### src/rtl/rgmii_rx_parser.sv
// RGMII receive parser: decodes DDR nibble pairs, strips preamble/SFD, streams frame
// bytes with sof/eof markers, checks FCS/length/RX_ER and counts good and bad frames.
module rgmii_rx_parser #(
  parameter int MIN_PREAMBLE  = 2,
  parameter int MIN_FRAME_LEN = 64,
  parameter int MAX_FRAME_LEN = 1522,
  parameter int CNT_W         = 16
) (
  input  logic             clkIn,
  input  logic             rstBIn,
  input  logic [3:0]       rxDataRiseIn,
  input  logic [3:0]       rxDataFallIn,
  input  logic             rxCtrlRiseIn,
  input  logic             rxCtrlFallIn,
  output logic [7:0]       dataOut,
  output logic             validOut,
  output logic             sofOut,
  output logic             eofOut,
  output logic             errOut,
  output logic [CNT_W-1:0] goodFrameCntOut,
  output logic [CNT_W-1:0] badFrameCntOut,
  output logic [1:0]       dbgStateOut
);

  localparam int LEN_W = $clog2(MAX_FRAME_LEN + 1);
  localparam logic [LEN_W-1:0] MAX_LEN_C = LEN_W'(MAX_FRAME_LEN);
  localparam logic [LEN_W-1:0] MIN_LEN_C = LEN_W'(MIN_FRAME_LEN);
  localparam logic [2:0]       MIN_PRE_C = 3'(MIN_PREAMBLE);
  localparam logic [31:0]      RESIDUE   = 32'hC704DD7B;

  typedef enum logic [1:0] {
    ST_IDLE = 2'd0,
    ST_PRE  = 2'd1,
    ST_DATA = 2'd2,
    ST_DROP = 2'd3
  } state_e;

  // One reflected CRC-32 step per byte, LSB first.
  function automatic logic [31:0] crc_byte(input logic [31:0] c, input logic [7:0] d);
    logic [31:0] r;
    r = c;
    for (int i = 0; i < 8; i++) begin
      r = (r[0] ^ d[i]) ? ((r >> 1) ^ 32'hEDB88320) : (r >> 1);
    end
    return r;
  endfunction

  // The shift register holds the residue bit-reversed relative to its usual form.
  function automatic logic [31:0] rev32(input logic [31:0] c);
    logic [31:0] r;
    for (int i = 0; i < 32; i++) begin
      r[i] = c[31-i];
    end
    return r;
  endfunction

  // Stage 1: registered decode of the DDR pair.
  logic [7:0] s1_byte_q;
  logic       s1_dv_q;
  logic       s1_er_q;

  // Stage 2: parser state and held byte.
  state_e           state_q, state_d;
  logic             armed_q, armed_d;
  logic [2:0]       pre_q, pre_d;
  logic [31:0]      crc_q, crc_d;
  logic [LEN_W-1:0] len_q, len_d;
  logic             errf_q, errf_d;
  logic [7:0]       hold_q, hold_d;
  logic             hvld_q, hvld_d;
  logic             hsof_q, hsof_d;

  // Output stage: validOut qualifies dataOut/sofOut/eofOut for exactly one cycle;
  // there is no ready, the consumer must accept every valid byte.
  logic [7:0]       out_data_q, out_data_d;
  logic             out_valid_q, out_valid_d;
  logic             out_sof_q, out_sof_d;
  logic             out_eof_q, out_eof_d;
  logic             out_err_q, out_err_d;
  logic [CNT_W-1:0] good_q, good_d;
  logic [CNT_W-1:0] bad_q, bad_d;

  logic [31:0] crc_next;
  assign crc_next = crc_byte(crc_q, s1_byte_q);

  always_ff @(posedge clkIn or negedge rstBIn) begin
    if (!rstBIn) begin
      s1_byte_q <= 8'h00;
      s1_dv_q   <= 1'b0;
      s1_er_q   <= 1'b0;
    end else begin
      s1_byte_q <= {rxDataFallIn, rxDataRiseIn};
      s1_dv_q   <= rxCtrlRiseIn;
      s1_er_q   <= rxCtrlRiseIn ^ rxCtrlFallIn;
    end
  end

  always_ff @(posedge clkIn or negedge rstBIn) begin
    if (!rstBIn) begin
      state_q     <= ST_IDLE;
      armed_q     <= 1'b0;
      pre_q       <= 3'd0;
      crc_q       <= 32'hFFFFFFFF;
      len_q       <= '0;
      errf_q      <= 1'b0;
      hold_q      <= 8'h00;
      hvld_q      <= 1'b0;
      hsof_q      <= 1'b0;
      out_data_q  <= 8'h00;
      out_valid_q <= 1'b0;
      out_sof_q   <= 1'b0;
      out_eof_q   <= 1'b0;
      out_err_q   <= 1'b0;
      good_q      <= '0;
      bad_q       <= '0;
    end else begin
      state_q     <= state_d;
      armed_q     <= armed_d;
      pre_q       <= pre_d;
      crc_q       <= crc_d;
      len_q       <= len_d;
      errf_q      <= errf_d;
      hold_q      <= hold_d;
      hvld_q      <= hvld_d;
      hsof_q      <= hsof_d;
      out_data_q  <= out_data_d;
      out_valid_q <= out_valid_d;
      out_sof_q   <= out_sof_d;
      out_eof_q   <= out_eof_d;
      out_err_q   <= out_err_d;
      good_q      <= good_d;
      bad_q       <= bad_d;
    end
  end

  always_comb begin
    state_d     = state_q;
    // Armed from the raw pin so the reset value of stage 1 cannot arm a frame in progress.
    armed_d     = armed_q | ~rxCtrlRiseIn;
    pre_d       = pre_q;
    crc_d       = crc_q;
    len_d       = len_q;
    errf_d      = errf_q;
    hold_d      = hold_q;
    hvld_d      = hvld_q;
    hsof_d      = hsof_q;
    out_data_d  = 8'h00;
    out_valid_d = 1'b0;
    out_sof_d   = 1'b0;
    out_eof_d   = 1'b0;
    out_err_d   = 1'b0;
    good_d      = good_q;
    bad_d       = bad_q;

    case (state_q)
      ST_IDLE: begin
        if (s1_dv_q) begin
          if (armed_q && s1_byte_q == 8'h55) begin
            state_d = ST_PRE;
            pre_d   = 3'd1;
          end else begin
            state_d = ST_DROP;
          end
        end
      end

      ST_PRE: begin
        if (!s1_dv_q) begin
          state_d = ST_IDLE;
        end else if (s1_er_q) begin
          state_d = ST_DROP;
        end else if (s1_byte_q == 8'h55) begin
          if (pre_q != 3'd7) pre_d = pre_q + 3'd1;
        end else if (s1_byte_q == 8'hD5 && pre_q >= MIN_PRE_C) begin
          state_d = ST_DATA;
          crc_d   = 32'hFFFFFFFF;
          len_d   = '0;
          errf_d  = 1'b0;
          hvld_d  = 1'b0;
          hsof_d  = 1'b0;
        end else begin
          state_d = ST_DROP;
        end
      end

      ST_DATA: begin
        if (s1_dv_q) begin
          if (len_q == MAX_LEN_C) begin
            // Frame overruns: close it on the held byte and discard the rest.
            out_valid_d = 1'b1;
            out_data_d  = hold_q;
            out_sof_d   = hsof_q;
            out_eof_d   = 1'b1;
            out_err_d   = 1'b1;
            hvld_d      = 1'b0;
            state_d     = ST_DROP;
          end else begin
            crc_d  = crc_next;
            len_d  = len_q + LEN_W'(1);
            errf_d = errf_q | s1_er_q;
            if (hvld_q) begin
              out_valid_d = 1'b1;
              out_data_d  = hold_q;
              out_sof_d   = hsof_q;
            end
            hold_d = s1_byte_q;
            hvld_d = 1'b1;
            hsof_d = (len_q == '0);
          end
        end else begin
          if (hvld_q) begin
            out_valid_d = 1'b1;
            out_data_d  = hold_q;
            out_sof_d   = hsof_q;
            out_eof_d   = 1'b1;
            out_err_d   = errf_q | (rev32(crc_q) != RESIDUE) | (len_q < MIN_LEN_C);
          end
          hvld_d  = 1'b0;
          state_d = ST_IDLE;
        end
      end

      ST_DROP: begin
        if (!s1_dv_q) state_d = ST_IDLE;
      end

      default: state_d = ST_IDLE;
    endcase

    if (out_eof_d) begin
      if (out_err_d) begin
        if (bad_q != '1) bad_d = bad_q + CNT_W'(1);
      end else begin
        if (good_q != '1) good_d = good_q + CNT_W'(1);
      end
    end
  end

  assign dataOut         = out_data_q;
  assign validOut        = out_valid_q;
  assign sofOut          = out_sof_q;
  assign eofOut          = out_eof_q;
  assign errOut          = out_err_q;
  assign goodFrameCntOut = good_q;
  assign badFrameCntOut  = bad_q;
  assign dbgStateOut     = state_q;

endmodule

### config.mk
export PLATFORM = sky130hd
export DESIGN_NAME = rgmii_rx_parser
export DESIGN_NICKNAME = d
export VERILOG_FILES = /design/src/rtl/rgmii_rx_parser.sv
export SDC_FILE = /design/constraint.sdc
export NUM_CORES = 1
export LEC_CHECK = 0
export CORE_MARGIN = 1.5
export CORE_UTILIZATION = 57
export DETAILED_ROUTE_END_ITERATION = 8
export PLACE_DENSITY_LB_ADDON = 0.25
export SYNTH_ARGS = -nofsm -noshare
export SYNTH_HDL_FRONTEND = slang
export SYNTH_SLANG_ARGS = --single-unit
export TNS_END_PERCENT = 1
### constraint.sdc
create_clock -name clkIn -period 3.09 [get_ports clkIn]
set_input_delay 0.4635 -clock clkIn [delete_from_list [all_inputs] [get_ports clkIn]]
set_output_delay 0.4635 -clock clkIn [all_outputs]
set_load 0.01 [all_outputs]
# == Yosys cells after proc, flatten, opt, wreduce, memory -nomap -nowiden ==
# Cells that the tools add are included.
# totals
register_bits,114
inputBits,12
out_inout_bits,46
wordCells,155
# classes
addsub,4
order_cmp,2
eq_ne,23
muxes,70
n_bitwise,24
n_reduce_logical,13
# op_table
cell,count
$mux 32,14
$not 13->14,8
$mux 11,6
$pmux 32 s2,1
$add 16x1->16 const B,2
$mux 8,4
$ne 16x16->1 const B,2
$ne 32x32->1 const B,1
$mux 1,25
$ne 2x2->1 const B,11
$pmux 11 s2,1
$mux 3,6
$mux 2,8
$reduce_and 7->1,2
$add 11x1->11 const B,1
$eq 11x11->1 const B,1
$logic_not 11->1,1
$lt 11x7->1 const B,1
$reduce_and 3->1,3
$xor 1x1->1,9
$eq 8x7->1 const B,1
$eq 8x8->1 const B,1
$pmux 2 s4,1
$ne 3x3->1 const B,2
other kinds (14),24

# == Depth between registers and ports, before layout ==
# depth
ltp_word,19
ltp_mapped,11
ltp_nobuf,9

# == Worst setup path after synthesis ==
# Ideal clock, no wire load.
# synth_path
path_type,reg-to-reg
start,reg len_q[0]
end,reg crc_q[15]
setup_time_ns,0.096
t_arrival_ns,2.044
t_required_ns,2.994
path_slack_ns,0.949
stages_incl_launch_ff,12
n_path_buf,3
synth_period_minus_slack_ns,2.141
cell_sequence,dfrtp_1 > inv_1 > ha_1 > nand4b_1 > or3_1 > and3_1 > buf_6 > or2_1 > buf_4 > buf_4 > nor2_1 > a31oi_1
# synth_between
elab_chain_len,3
# synth_lines
item,line_no,source
"start, declared",67,"logic [LEN_W-1:0] len_q, len_d;"
"start signal, assigned",121,len_q <= len_d;
$eq 11x11->1,188,if (len_q == MAX_LEN_C) begin
$ne 2x2->1 (no source line),n/a,
$reduce_and 7->1 (no source line),n/a,
"end signal, assigned",120,crc_q <= crc_d;
"end, declared",66,"logic [31:0] crc_q, crc_d;"
# No other way between the ends.
# A chain may end at the register's enable or synchronous reset.

# == Worst setup path in the final report ==
# layout_path
start,reg len_q[0]
end,reg bad_q[1] (netlist: badFrameCntOut[1])
# layout_between
elab_chain_len,6
word_cells_on_any_way,10
cone_classes,1 x order compare; 1 x eq/ne; 6 x mux; 1 x bitwise; 1 x reduce/logical
# layout_lines
item,line_no,source
$lt 11x7->1,216,out_err_d = errf_q | (rev32(crc_q) != RESIDUE) | (len_q < MIN_LEN_C);
$or 1x1->1,216,
$mux 1,211,if (hvld_q) begin
$mux 1,187,if (s1_dv_q) begin
$mux 1,155,case (state_q)
$reduce_and 3->1 (no source line) *,n/a,
"end signal, assigned",115,bad_q <= '0;
"end signal, assigned",132,bad_q <= bad_d;
"end, declared",81,"logic [CNT_W-1:0] bad_q, bad_d;"
# Mark *: on every way between the ends. The rest lies on a longest branch, timed or not.

==> run metrics <==
outcome=completed; Routed WL=12000 um; Warnings, synthesis=0; Peak VDD IR=0.000650 V; core area=9680 um^2; maximum clock path buffer count=2; WP data arrival=2.90 ns; IO Port Bufs=57; asr flop ratio synth=1.00; first-pass GRT wire length=20000 um; endpoint class of the critical path=flop; sequential element share of the synthesized area=0.511; die width=103 um; Final ANT Viol Nets=0; GRT Total Usage=0.251; DR vias/cell=5.52; worst slew pin tran=0.746 ns; # nets final=591; Synth Flop Type=dfrtp_1; fin crit period=2.49 ns; Sw Share=0.342; Logic pwr share=0.414; DRC=0; GR Layer Usage met2=0.401; number of hold buffers added after CTS=0; TritonCTS clock tree=yes; Rel. slew slack=0.500; Pleak=2.94 nW; Inst Count DP=685; antenna cells=0; Synth Cell Area=5660 um^2; CTS Buf Count=17; Setup TNS=0 ns; Synth cell types=54; Final Skew=0.00795 ns; final non-filler cell area=6980 um^2; M3 GR Usage=0.0637; Die Area=10500 um^2; IO Pins=58; Root Buffer=clkbuf_8; post-CTS sizing=0; Period Utilization, post-route=0.807; P_int=4.77 mW; clock share of power=0.283; Switch Pwr=2.48 mW; dpl hpwl=7990 um; GR Util met1=0.326; Max Clk Rate=0.401 GHz; largest net degree at the start of global routing=59; RSZ-0062 raised after global routing=no; global route hottest layer=met2; Hold Crit Class=input pin to async pin; WS Path Type=flop to flop; Worst path max stage delay=0.54 ns; share of cells above drive strength 1=0.178; starting density of the core=0.584; area post-placement=6350 um^2; PD cells=1040 nW/um^2; # H-tree levels=4; Final Wtd Congestion=0.834; Rows=36; Flop pwr share=0.303; syn_area_per_cell=11.2 um^2; antenna violations before repair=0; Post-synth EDFFs=0; TritonRoute pass-1 iters=4; Syn Inst Count=507; Max FO, Critical Path=15; Die Height=103 um; CP max-delay cell=nor3_4; drt initial violations=195; Fin. Hold Viols=0; Net Count, Synth=527; post-CTS setup buffer count=0; vias in the first global route=4106; Setup-failing EPs final=0; clock latency on the worst-skew pair=0.52 ns; Max Transition Viols Final=0; WP data required=3.50 ns; Wirelength per Cell=16.7 um; non-filler cells, final=717; Sink Count=114; grt total ovfl=0; number of synthesized register bits=114; crit path cell chain=inv_1, ha_1, nand4b_1, o32ai_2, nand2_1, nor3_4, mux2_2; Worst setup SP type=flop; max cap viols=0; Clk pin slew, worst setup/hold paths=0.06 ns; Via Count=3958; post-synthesis to final-layout area growth=23.3%; Tot Pwr=7.25 mW
[registers in the layout, summed over array words and instances, names as in the netlist, 2 cells and up]
name	count
crc_q	32
pre_q	3
dataOut	8
hold_q	8
dbgStateOut	2
s1_byte_q	8
goodFrameCntOut	16
len_q	11
badFrameCntOut	16
[per-stage QoR]
step	setup WS, ns	util	hold WS, ns
global placement	0.698	0.656	0.454
CTS	0.570	0.721	0.0276
global route	0.375	0.721	0.0679
floorplan	0.949	-	0.168
detailed placement	0.607	0.656	0.459
finish	0.595	0.721	0.0140
[worst paths after layout]
check	start	to	slack [ns]	cells after the start
min in group clkIn	rxDataRiseIn[1]	s1_byte_q[1]	0.38	1
max in group asynchronous	rstBIn	crc_q[13]	2.26	2
setup / recovery	len_q[0]	badFrameCntOut[1]	0.60	7
hold / removal	rstBIn	pre_q[2]	0.01	1
hold reg to reg	armed_q	armed_q	0.47	2
setup reg to reg	len_q[0]	badFrameCntOut[1]	0.60	7
[routing by layer]
layer | up-vias | part of all wire
met3 | 22 | 0.052
li1 | 1885 | -
met4 | 0 | 0.020
met5 | - | 0
met2 | 124 | 0.48
met1 | 1927 | 0.45
[cells in the final DEF, fill, tap and decap left out, drive strengths merged, types with 2 or more instances in the layout]
cell type / count
a21oi: 30
a22o: 2
a31oi: 11
and2: 12
and3: 15
and4: 4
buf: 9
bufinv: 4
clkbuf: 22
clkdlybuf4s50: 56
clkinv: 4
clkinvlp: 2
dfrtp: 82
dfstp: 32
ha: 8
inv: 10
mux2: 14
nand2: 24
nand2b: 2
nand3: 15
nand4: 21
nand4b: 3
nor2: 47
nor2b: 2
nor3: 6
nor4: 3
nor4bb: 2
o211ai: 2
o21ai: 20
o31ai: 2
o41ai: 2
or3: 2
xnor2: 75
xor2: 26
[Yosys cell counts, types with 2 or more instances]
cell,number,area [um^2]
a21oi_1,30,150
a22o_1,2,17.5
a31oi_1,11,68.8
and2_1,12,75.1
and3_1,15,93.8
and4_1,4,35.0
buf_2,2,10.0
buf_4,6,45.0
buf_6,2,22.5
clkbuf_1,8,30.0
dfrtp_1,82,2050
dfstp_2,32,841
ha_1,8,100
inv_1,10,37.5
mux2_2,14,158
nand2_1,24,90.1
nand2b_1,2,12.5
nand3_1,15,75.1
nand4_1,21,131
nand4b_1,3,26.3
nor2_1,47,176
nor2b_1,2,12.5
nor3_1,5,25.0
nor4bb_1,2,20.0
o21ai_0,19,95.1
o31ai_1,2,15.0
o41ai_1,2,17.5
or3_1,2,12.5
xnor2_1,65,569
xnor2_2,7,114
xnor2_4,3,82.6
xor2_1,26,228
[layout make-up]
type	count	area (um^2)
clock buffer	22	473
clock inverter	10	155
fill	683	2710
inverter	10	37.5
multi-input combinational	363	2610
sequential	114	2890
tap	133	166
timing repair buffer	65	641
[logic make-up after synthesis]
logic type | Yosys count | synth area share
adders and majority gates | 8 | 0.0177
AOI/OAI and AO/OA | 73 | 0.0763
muxes | 15 | 0.0296
DFF | 114 | 0.511
buffers and inverters | 30 | 0.0272
and+or+nand+nor | 166 | 0.163
xor gates and xnor gates | 101 | 0.176
[critical path: cells and delay by family (launching register included)]
family,cells,cell delay [ns]
AO/OA/AOI/OAI,1,0.42
adder cells (fa/ha/maj),1,0.15
buffers and inverters,1,0.09
flip-flops,1,0.41
multiplexers,1,0.39
AND/OR/NAND/NOR,3,0.90
[power groups by stage]
stage               clock (mW)  combinational, mW  sequential (mW)
CTS                       2.08               3.02             2.20
global route              2.15               3.28             2.24
finish                    2.05               3.00             2.20
global placement             0               2.92             2.21
floorplan                    0               2.41             2.15
detailed placement           0               2.97             2.22
No activity file was read; power rests on OpenSTA's default activity.
